### config.mk
export PLATFORM = sky130hd
export DESIGN_NAME = vga_pattern_sched_flat
export DESIGN_NICKNAME = d
export VERILOG_FILES = /design/src/rtl/vga_pattern_sched_if.sv /design/src/rtl/vga_pattern_sched.sv /design/src/flat_wrapper.sv
export SDC_FILE = /design/constraint.sdc
export NUM_CORES = 1
export LEC_CHECK = 0
export CAP_MARGIN = 0
export CORE_UTILIZATION = 45
export CTS_CLUSTER_SIZE = 14
export DETAILED_ROUTE_END_ITERATION = 12
export PLACE_DENSITY = 0.8
export SLEW_MARGIN = 30
export SYNTH_ARGS = -nofsm -noshare
export SYNTH_HDL_FRONTEND = slang
export SYNTH_SLANG_ARGS = --single-unit
### constraint.sdc
create_clock -name vga_clk -period 5.3 [get_ports vga_clk]
set_clock_uncertainty 0.2 [all_clocks]
set_input_delay 1.06 -clock vga_clk [delete_from_list [all_inputs] [get_ports vga_clk]]
set_output_delay 1.06 -clock vga_clk [all_outputs]
set_load 0.05 [all_outputs]
### src/rtl/vga_pattern_sched_if.sv
// vga_pattern_sched_if: host pattern-request handshake
// cfg_req/cfg_mode: level request and code from the host, held until cfg_ack
// cfg_ack/cfg_err: one-cycle consume pulse, err marks an out-of-range code
interface vga_pattern_sched_if;
  logic       cfg_req;
  logic [2:0] cfg_mode;
  logic       cfg_ack;
  logic       cfg_err;
  modport master (output cfg_req, cfg_mode, input cfg_ack, cfg_err);
  modport slave (input cfg_req, cfg_mode, output cfg_ack, cfg_err);
endinterface

### src/rtl/vga_pattern_sched.sv
// vga_pattern_sched: frame-synchronous display pattern scheduler
// vga_clk/sys_rst: pixel clock, sync active-high reset
// vga_vs: active-low field sync; auto_en: cycle patterns every DWELL_FRAMES frames
// cfg: host request handshake; pattern_sel/pattern_valid: display stage select
// frame_cnt: frames seen since reset
module vga_pattern_sched #(
  parameter int NUM_PATTERNS = 5,
  parameter int DWELL_FRAMES = 120
) (
  input  logic                      vga_clk,
  input  logic                      sys_rst,
  input  logic                      vga_vs,
  input  logic                      auto_en,
  vga_pattern_sched_if.slave        cfg,
  output logic [2:0]                pattern_sel,
  output logic                      pattern_valid,
  output logic [15:0]               frame_cnt
);
  localparam logic [3:0]  NP      = 4'(NUM_PATTERNS);
  localparam logic [2:0]  LAST    = 3'(NUM_PATTERNS - 1);
  localparam logic [15:0] DW_LAST = 16'(DWELL_FRAMES - 1);
  typedef enum logic [1:0] {WAIT_SYNC, RUN, PEND} state_t;
  state_t      state;
  logic        vs_d;
  logic        req_lat;
  logic [2:0]  mode_lat;
  logic [15:0] dwell;
  logic        frame_start;
  logic        take;
  logic        mode_ok;
  logic        dwell_done;
  logic [2:0]  sel_next;
  assign frame_start = vs_d & ~vga_vs;
  // the cycle right after an ack never starts a new request
  assign take        = cfg.cfg_req & ~cfg.cfg_ack;
  assign mode_ok     = {1'b0, mode_lat} < NP;
  assign dwell_done  = dwell == DW_LAST;
  assign sel_next    = pattern_sel == LAST ? 3'd0 : pattern_sel + 3'd1;
  always_ff @(posedge vga_clk) begin
    if (sys_rst) begin
      state         <= WAIT_SYNC;
      vs_d          <= 1'b1;
      req_lat       <= 1'b0;
      mode_lat      <= 3'd0;
      dwell         <= 16'd0;
      pattern_sel   <= 3'd0;
      pattern_valid <= 1'b0;
      frame_cnt     <= 16'd0;
      cfg.cfg_ack   <= 1'b0;
      cfg.cfg_err   <= 1'b0;
    end else begin
      vs_d        <= vga_vs;
      cfg.cfg_ack <= 1'b0;
      cfg.cfg_err <= 1'b0;
      if (frame_start) frame_cnt <= frame_cnt + 16'd1;
      case (state)
        WAIT_SYNC: begin
          if (take) begin
            req_lat  <= 1'b1;
            mode_lat <= cfg.cfg_mode;
          end
          // a request seen before the first boundary waits for the next one
          if (frame_start) begin
            pattern_valid <= 1'b1;
            dwell         <= 16'd0;
            state         <= (take | req_lat) ? PEND : RUN;
          end
        end
        RUN: begin
          if (frame_start && auto_en) begin
            dwell <= dwell_done ? 16'd0 : dwell + 16'd1;
            if (dwell_done) pattern_sel <= sel_next;
          end
          if (take) begin
            mode_lat <= cfg.cfg_mode;
            state    <= PEND;
          end
        end
        PEND: begin
          // host application pre-empts any auto advance on this boundary
          if (frame_start) begin
            cfg.cfg_ack <= 1'b1;
            cfg.cfg_err <= ~mode_ok;
            if (mode_ok) pattern_sel <= mode_lat;
            dwell <= 16'd0;
            state <= RUN;
          end
        end
        default: state <= WAIT_SYNC;
      endcase
    end
  end
endmodule

### src/flat_wrapper.sv
// flat-port wrapper written by rule: the top's interface ports become plain ports
module vga_pattern_sched_flat 
#(
  parameter int NUM_PATTERNS = 5,
  parameter int DWELL_FRAMES = 120
)
  (vga_clk, sys_rst, vga_vs, auto_en, pattern_sel, pattern_valid, frame_cnt, cfg_cfg_req, cfg_cfg_mode, cfg_cfg_ack, cfg_cfg_err);
  vga_pattern_sched_if cfg_i ();
  input  logic vga_clk;
  input  logic sys_rst;
  input  logic vga_vs;
  input  logic auto_en;
  output logic [2:0] pattern_sel;
  output logic pattern_valid;
  output logic [15:0] frame_cnt;
  input wire logic [$bits(cfg_i.cfg_req)-1:0] cfg_cfg_req;
  input wire logic [$bits(cfg_i.cfg_mode)-1:0] cfg_cfg_mode;
  output wire logic [$bits(cfg_i.cfg_ack)-1:0] cfg_cfg_ack;
  output wire logic [$bits(cfg_i.cfg_err)-1:0] cfg_cfg_err;
  assign cfg_i.cfg_req = cfg_cfg_req;
  assign cfg_i.cfg_mode = cfg_cfg_mode;
  assign cfg_cfg_ack = cfg_i.cfg_ack;
  assign cfg_cfg_err = cfg_i.cfg_err;
  vga_pattern_sched #(.NUM_PATTERNS(NUM_PATTERNS), .DWELL_FRAMES(DWELL_FRAMES)) u_core (.vga_clk(vga_clk), .sys_rst(sys_rst), .vga_vs(vga_vs), .auto_en(auto_en), .cfg(cfg_i), .pattern_sel(pattern_sel), .pattern_valid(pattern_valid), .frame_cnt(frame_cnt));
endmodule
## Word-level counts from Yosys, hierarchy flattened

Cells that the tools add are included.

- Bits in registers: 45
- Input bits: 8
- Output and inout bits: 22
- Word-level logic and storage cells: 63

- Add/sub/neg operators: 3
- $lt $le $gt $ge: 1
- Eq/ne operators: 11
- Muxes and demuxes: 16
- Bitwise operators: 8
- Reductions and logical operators: 14

Operators with widths:

| cell | count |
|---|---|
| $mux 16 | 3 |
| $add 16x1->16 const B | 2 |
| $pmux 16 s2 | 1 |
| $eq 16x7->1 const B | 1 |
| $mux 3 | 5 |
| $ne 2x1->1 const B | 7 |
| $mux 2 | 4 |
| $pmux 2 s3 | 1 |
| $pmux 3 s2 | 1 |
| $reduce_and 2->1 | 3 |
| $reduce_and 3->1 | 2 |
| $reduce_or 2->1 | 3 |
| $not 1->1 | 5 |
| $reduce_and 5->1 | 1 |
| $reduce_bool 2->1 | 2 |
| $add 3x1->3 const B | 1 |
| $eq 3x3->1 const B | 1 |
| $lt 3x3->1 const B | 1 |
| $reduce_or 3->1 | 1 |
| $and 1x1->1 | 2 |
| $eq 2x1->1 const B | 1 |
| $eq 2x2->1 const B | 1 |
| $logic_not 2->1 | 1 |
| $logic_and 1x1->1 | 1 |
| 2 further kinds | 2 |

## Longest topological paths before layout

Gate-level depths: netlist (run 1).

- Depth in word-level cells: 6
- Gate-level depth with buffers: 7
- Depth with buffers taken out: 6

## Worst setup path before layout (run 1)

No wires, ideal clock.

- Path kind: input to register
- Start: in vga_vs
- End: reg u_core.dwell[10]
- Library setup time: 0.074 ns
- Data arrival time: 2.219 ns
- Required time: 5.026 ns
- Setup slack: 2.807 ns
- Stages on the path: 4
- Path buffers: 0
- Path through: nor3b_1 and4_1 or3b_2 a31oi_1

- Word-level cells in the longest chain between the ends: 5
- Elaborated cells between the ends (all ways): 6
- Classes of those cells: eq/ne: 2; bitwise: 2; reduce/logical: 2

RTL lines:

| item | RTL line | RTL |
|---|---|---|
| start, declared | flat_wrapper.sv:11 | `input logic vga_vs;` |
| $not 1->1 * | vga_pattern_sched.sv:33 | `assign frame_start = vs_d & ~vga_vs;` |
| $and 1x1->1 * | vga_pattern_sched.sv:33 |  |
| $logic_and 1x1->1 | vga_pattern_sched.sv:70 | `if (frame_start && auto_en) begin` |
| $ne 2x1->1 (no source line) | -- |  |
| $reduce_and 3->1 (no source line) * | -- |  |
| end signal, assigned | vga_pattern_sched.sv:71 | `dwell <= dwell_done ? 16'd0 : dwell + 16'd1;` |
| end, declared | vga_pattern_sched.sv:27 | `logic [15:0] dwell;` |

Mark *: on every way between the ends. The rest lies on a longest branch, timed or not.
A chain may end at the register's enable or synchronous reset.

## Worst setup path in the final report (run 1)

Ends and elaborated chain as after synthesis.

==> impl_metrics.toml, run 1 <==
[yosys]
postSynth.topFlopCell = "sky130_fd_sc_hd__dfxtp_1"
synth_cells = 260
synthesis.area_um2 = 2206
seq_total_area_yosys_pct = 40.84
asyncSetResetFlopFracSynth_pct = 0
post_synth_num_cell_types = 47
syn-num-nets = 272
synth_enable_flop_cells = 0
synth-seq-cells = 45
synthesis.area_per_instance_um2 = 8.484
ys.warnings.count = 0

[sta]
timing.final.hold_violations = 0
final-setup-viol-count = 0
worst_pin_slew_ns = 0.7702
maximum_clock_frequency_mhz = 323.2
finalSetupTns_ns = 0
finalMaxSlewViolations = 0
grt_setup_unrepaired = "no"
min_period_over_period_pct = 58.38
post_route_minimum_period_ns = 3.094
max-slew-margin-rel_pct = 48.54

[floorplan]
initial_utilization_pct = 46.70
die_area_um2 = 5186
rows = 25
coreArea_um2 = 4723
io_pins = 30
die_w_um = 72.02
chipHeight_um = 72.02

[cts]
post-cts-setup-buffers = 0
clkTransAtPathRegs_ns = 0.08
max_buffers_root_to_sink = 2
numClockSinks = 45
cts_max_level = 2
cts_hold_repair.buffers = 0
cts_root_buf = "sky130_fd_sc_hd__clkbuf_8"
tritoncts_clock_tree = "done"
clock_latency_ns = 0.30
cts_resized = 0
cts_inserted_buffers = 5

[final_layout]
drive_above_1_share_pct = 5.190
filler_cell_count = 437
synthToLayoutAreaGrowth_pct = 20.14
multiInputGateArea_um2 = 1211
insertedDiodeCount = 0
register_area_um2 = 900.9
layout.nets = 300

[setup_path]
worst-setup-path-type = "primary input to register"
required_arrival_time_at_the_worst_endpoint_ns = 5.33
critical_path.endpoint_type = "register"
critPathLaunchType = "primary input"
worst-endpoint-arrival_ns = 3.12
largest_driver_fanout_on_the_critical_path = 14
worst_r2r_setup_slack_ns = 3.05

[global_route]
grt_residual_overflow = 0
grt_start_max_net_pins = 34
initial_antenna_violation_count = 0
first_global_vias = 1801
gr_usage_total_pct = 19.00
grt_first_pass_wirelength_um = 7803

[pwr]
power_leakage_uw = 0.0008439
p_per_area_nw_per_um2 = 255.6
finalPower_uw = 677.2
vdd_ir_drop_max_mv = 0.1373

[run]
drv_cap = 0

[detailed_routing]
routed_via_density = 5.590
drt.antenna.violating_nets = 0
drc_errors = 0
total_number_of_vias = 1990
detailedRoute.firstPassIterationCount = 4
drt-wirelength-per-cell_um = 13.06
routed_wirelength_um = 4648
detailedRoute.firstIterationViolations = 163

[placement]
port_buffers = 29
hpwlAfterDp_um = 3277
routabilityCongestion = 0.8232

[run_status]
status = "complete, no violations"

[hold_path]
hold_path.class = "register to register"
-- sequential cells by signal, summed over array words and instances, names as in the netlist --
| signal | cells |
|---|---|
| u_core.dwell | 16 |
| u_core.cfg.cfg_err | 1 |
| u_core.pattern_valid | 1 |
| u_core.cfg.cfg_ack | 1 |
| u_core.mode_lat | 3 |
| u_core.state | 2 |
| u_core.vs_d | 1 |
| u_core.frame_cnt | 16 |
| u_core.req_lat | 1 |
| u_core.pattern_sel | 3 |
-- where the power goes --
group	switching (uW)	internal, uW	total, uW
sequential	8.83	346	354
combinational	39.9	25.2	65.0
clock	116	142	258
total	165	512	677
-- synth_stat cells, types with 3 or more instances --
| library cell | instances | area (um2) |
|---|---|---|
| sky130_fd_sc_hd__inv_1 | 12 | 45.04 |
| sky130_fd_sc_hd__nor4_1 | 5 | 31.28 |
| sky130_fd_sc_hd__o211ai_1 | 3 | 22.52 |
| sky130_fd_sc_hd__dfxtp_1 | 45 | 900.9 |
| sky130_fd_sc_hd__ha_1 | 4 | 50.05 |
| sky130_fd_sc_hd__o31ai_1 | 4 | 30.03 |
| sky130_fd_sc_hd__nand2b_1 | 4 | 25.02 |
| sky130_fd_sc_hd__o21ai_0 | 8 | 40.04 |
| sky130_fd_sc_hd__xnor2_1 | 9 | 78.83 |
| sky130_fd_sc_hd__a31oi_1 | 7 | 43.79 |
| sky130_fd_sc_hd__or3_1 | 7 | 43.79 |
| sky130_fd_sc_hd__nand3_1 | 15 | 75.07 |
| sky130_fd_sc_hd__nor3_1 | 7 | 35.03 |
| sky130_fd_sc_hd__xor2_1 | 3 | 26.28 |
| sky130_fd_sc_hd__a21oi_1 | 18 | 90.09 |
| sky130_fd_sc_hd__nand2_1 | 23 | 86.33 |
| sky130_fd_sc_hd__nand4_1 | 7 | 43.79 |
| sky130_fd_sc_hd__mux2i_1 | 5 | 50.05 |
| sky130_fd_sc_hd__or4_1 | 7 | 52.55 |
| sky130_fd_sc_hd__nor2b_1 | 3 | 18.77 |
| sky130_fd_sc_hd__nor2_1 | 22 | 82.58 |
| sky130_fd_sc_hd__a21o_1 | 4 | 30.03 |
| sky130_fd_sc_hd__clkbuf_1 | 6 | 22.52 |
-- layout by cell type, fill, tap and decap left out, types with 7 or more instances in the layout --
cell / instances
sky130_fd_sc_hd__a31oi_1: 7
sky130_fd_sc_hd__xnor2_1: 9
sky130_fd_sc_hd__or4_1: 7
sky130_fd_sc_hd__o21ai_0: 8
sky130_fd_sc_hd__or3_1: 7
sky130_fd_sc_hd__a21oi_1: 18
sky130_fd_sc_hd__nand4_1: 7
sky130_fd_sc_hd__nand3_1: 15
sky130_fd_sc_hd__dfxtp_1: 45
sky130_fd_sc_hd__nor2_1: 22
sky130_fd_sc_hd__nor3_1: 7
sky130_fd_sc_hd__nand2_1: 23
sky130_fd_sc_hd__clkdlybuf4s50_1: 29
sky130_fd_sc_hd__inv_1: 12
-- layer usage --
layer,vias up,GRT usage (%),part of all wire (%)
met5,-,0,0
met1,928,23.98,48
met4,0,8.497,1.5
met3,7,4.028,3.4
met2,32,31.34,47
li1,1023,-,-
-- worst max-delay path: stages --
cell and delay, ns:
sky130_fd_sc_hd__clkdlybuf4s50_1 0.48, sky130_fd_sc_hd__nor3b_1 0.40, sky130_fd_sc_hd__and4_1 0.54, sky130_fd_sc_hd__or3b_2 0.48, sky130_fd_sc_hd__a31oi_1 0.16
-- layout make-up --
type,instances,area share (%)
Timing Repair Buffer,30,11.24
Clock buffer,6,2.738
Sequential cell,45,33.99
Tap cell,67,3.163
Inverter,12,1.700
Multi-Input combinational cell,194,45.70
Clock inverter,2,1.464
-- path summary, 6_finish.rpt --
path                    start               end  depth (start not counted)
max                    vga_vs  u_core.dwell[10]                          5
min          u_core.dwell[15]  u_core.dwell[15]                          1
max reg2reg   u_core.dwell[0]  u_core.dwell[12]                          5
min reg2reg  u_core.dwell[15]  u_core.dwell[15]                          1
-- logic make-up after synthesis --
family          share of synthesized area [%]
simple gates                            28.70
mux                                     2.779
flops                                   40.84
buf+inv                                 4.254
compound gates                          16.39
xor+xnor                                4.765
fa+ha+maj                               2.269
-- metrics by stage --
| step | util [%] | hold slack (ns) | worst slack, ns | cells | instance area (um2) |
|---|---|---|---|---|---|
| 2_1_floorplan | - | 0.2336 | 2.807 | 260 | 2206 |
| 3_3_place_gp | 53.75 | 0.2661 | 1.981 | 348 | 2539 |
| 3_5_place_dp | 53.75 | 0.2755 | 1.944 | 348 | 2539 |
| 4_1_cts | 56.11 | 0.2885 | 2.259 | 356 | 2650 |
| 5_1_grt | 56.11 | 0.3162 | 2.053 | 356 | 2650 |
| 6_report | 56.11 | 0.2996 | 2.206 | 356 | 2650 |
(Power assumes the default switching activity.)
==> inputs of run 2 (changes only) <==
==> constraint.sdc (replaced) <==
create_clock -name vga_clk -period 3.2 [get_ports vga_clk]
set_clock_uncertainty 0.2 [all_clocks]
set_input_delay 0.64 -clock vga_clk [delete_from_list [all_inputs] [get_ports vga_clk]]
set_output_delay 0.64 -clock vga_clk [all_outputs]
set_load 0.05 [all_outputs]
==> run 2 against run 1 <==
Wire length grew 6.7%. Sequential power increased by 66%. Global-route usage is 0.99 points higher. Die area is the same. Worst hold slack improved by 0.0041 ns. Register-to-register slack got worse by 2.1 ns. Setup slack worse by 1.5 ns. Clock power increased by 74%. Critical path depth stayed put. Total power up 70%. Sequential share of layout area decreased by 0.40 points. Sequential cell count unchanged.
==> impl_metrics.toml, run 2 (same netlist as run 1, synthesis figures left out) <==
[run_status]
status = "complete, no violations"

[cts]
numClockSinks = 45
cts_max_level = 2
clkTransAtPathRegs_ns = 0.08
cts_inserted_buffers = 5
cts_resized = 0
post-cts-setup-buffers = 0
tritoncts_clock_tree = "done"
cts_hold_repair.buffers = 0
max_buffers_root_to_sink = 2
cts_root_buf = "sky130_fd_sc_hd__clkbuf_8"
clock_latency_ns = 0.30

[sta]
final-setup-viol-count = 0
timing.final.hold_violations = 0
grt_setup_unrepaired = "no"
finalMaxSlewViolations = 0
min_period_over_period_pct = 79.37
worst_pin_slew_ns = 0.5391
finalSetupTns_ns = 0
maximum_clock_frequency_mhz = 393.7
post_route_minimum_period_ns = 2.540
max-slew-margin-rel_pct = 63.98

[pwr]
p_per_area_nw_per_um2 = 428.9
vdd_ir_drop_max_mv = 0.2675
power_leakage_uw = 0.0008613

[detailed_routing]
drt-wirelength-per-cell_um = 13.82
total_number_of_vias = 2014
routed_via_density = 5.610
drc_errors = 0
routed_wirelength_um = 4960
detailedRoute.firstPassIterationCount = 6
drt.antenna.violating_nets = 0
detailedRoute.firstIterationViolations = 138

[floorplan]
chipHeight_um = 72.02
initial_utilization_pct = 46.70
die_w_um = 72.02
io_pins = 30
rows = 25
coreArea_um2 = 4723
die_area_um2 = 5186

[placement]
dpl_cell_area_um2 = 2561
port_buffers = 29
routabilityCongestion = 0.8020
hpwlAfterDp_um = 3445

[final_layout]
mostFrequentLayoutCells = "sky130_fd_sc_hd__dfxtp_1, sky130_fd_sc_hd__clkdlybuf4s50_1, sky130_fd_sc_hd__nand2_1"
insertedDiodeCount = 0
drive_above_1_share_pct = 6.507
utilization_pct = 56.77
synthToLayoutAreaGrowth_pct = 21.55
mostFrequentLayoutCell = "sky130_fd_sc_hd__dfxtp_1"
layout.nets = 303
filler_cell_count = 428
final_design_area_no_fill_um2 = 2681
largestRegisters = "u_core.dwell (16), u_core.frame_cnt (16)"

[setup_path]
worst_path_dominant_cell_family = "simple AND/OR/NAND/NOR gates"
worst-endpoint-arrival_ns = 2.57
critical_path.max_stage_delay_ns = 0.54
reg2reg_from = "u_core.dwell[11]"
critPathBufInv = 1
largest_driver_fanout_on_the_critical_path = 16
critPathLaunchType = "primary input"
worst_r2r_setup_slack_ns = 0.93
required_arrival_time_at_the_worst_endpoint_ns = 3.23
worst_reg_to_reg_cells = 4
critical-path-slowest-cell = "sky130_fd_sc_hd__or4_1"
worst-setup-path-type = "primary input to register"
worst_path_cell_chain = "clkdlybuf4s50_1 -> nand2b_1 -> a21o_1 -> or4_1 -> a21oi_1"
worst_r2r_dst = "u_core.dwell[12]"
critical_path.endpoint_type = "register"

[global_route]
grt_first_pass_wirelength_um = 8231
first_global_vias = 1873
gr_usage_total_pct = 19.99
grt_residual_overflow = 0
grt_start_max_net_pins = 33
initial_antenna_violation_count = 0

[hold_path]
hold_path.class = "register to register"
worstHoldPathCells = 2
hold_end = "u_core.cfg.cfg_err"
min-delay-start = "u_core.mode_lat[2]"

[run]
drv_cap = 0
-- run 2: cell count changes in the layout (fill, tap and decap cells not counted) --
cell / previous run / this run
sky130_fd_sc_hd__buf_4: 1 / 4
sky130_fd_sc_hd__clkbuf_1: 1 / 0
sky130_fd_sc_hd__clkinv_4: 1 / 0
sky130_fd_sc_hd__clkbuf_8: 5 / 6
sky130_fd_sc_hd__clkinvlp_4: 0 / 1
-- run 2: how the worst max path moves through the flow --
stage	from	end	slack, ns	cells past startpoint
2_1_floorplan	u_core.frame_cnt[3]	u_core.frame_cnt[13]	0.97	4
3_3_place_gp	vga_vs	u_core.dwell[6]	0.46	5
5_1_grt	vga_vs	u_core.dwell[8]	0.55	5
3_5_place_dp	vga_vs	u_core.dwell[8]	0.40	5
6_report	vga_vs	u_core.dwell[7]	0.66	5
4_1_cts	vga_vs	u_core.dwell[8]	0.69	5
-- run 2: final cells by class --
class | count | area (um2) | area share (%)
Tap cell | 67 | 83.83 | 3.126
Timing Repair Buffer | 33 | 320.3 | 11.95
Clock inverter | 2 | 37.54 | 1.400
Sequential cell | 45 | 900.9 | 33.60
Multi-Input combinational cell | 194 | 1211 | 45.17
Inverter | 12 | 45.04 | 1.680
Clock buffer | 6 | 82.58 | 3.080
-- run 2: worst register-to-register path, cell delays in order, from the launching register on --
cell	delay (ns)
sky130_fd_sc_hd__dfxtp_1	0.38
sky130_fd_sc_hd__or4_4	0.59
sky130_fd_sc_hd__or4_4	0.67
sky130_fd_sc_hd__a32oi_1	0.23
sky130_fd_sc_hd__mux2i_1	0.09
-- run 2: power breakdown --
part           internal [uW]  leakage, uW  switching (uW)
Sequential               573     0.000365            14.7
Combinational           44.5     0.000439            68.4
Clock                    254    0.0000574             196
-- run 2: stage by stage --
| stage | std cells | hold slack [ns] | setup slack (ns) | total power (uW) |
|---|---|---|---|---|
| after floorplan | 260 | 0.2336 | 0.9680 | 671.8 |
| after global placement | 351 | 0.2666 | 0.4574 | 709.3 |
| after detailed placement | 351 | 0.2841 | 0.3955 | 712.3 |
| after CTS | 359 | 0.3058 | 0.6879 | 1157 |
| after global routing | 359 | 0.3265 | 0.5466 | 1184 |
| final | 359 | 0.3037 | 0.6602 | 1150 |
-- run 2: metal layers --
layer  up-vias  GRT usage (%)  routed length, um
met5         -              0                  0
met4         0          9.150                 94
met3         9          3.194                183
met2        48          34.49               2387
met1       938          24.54               2295
li1       1019              -                  -
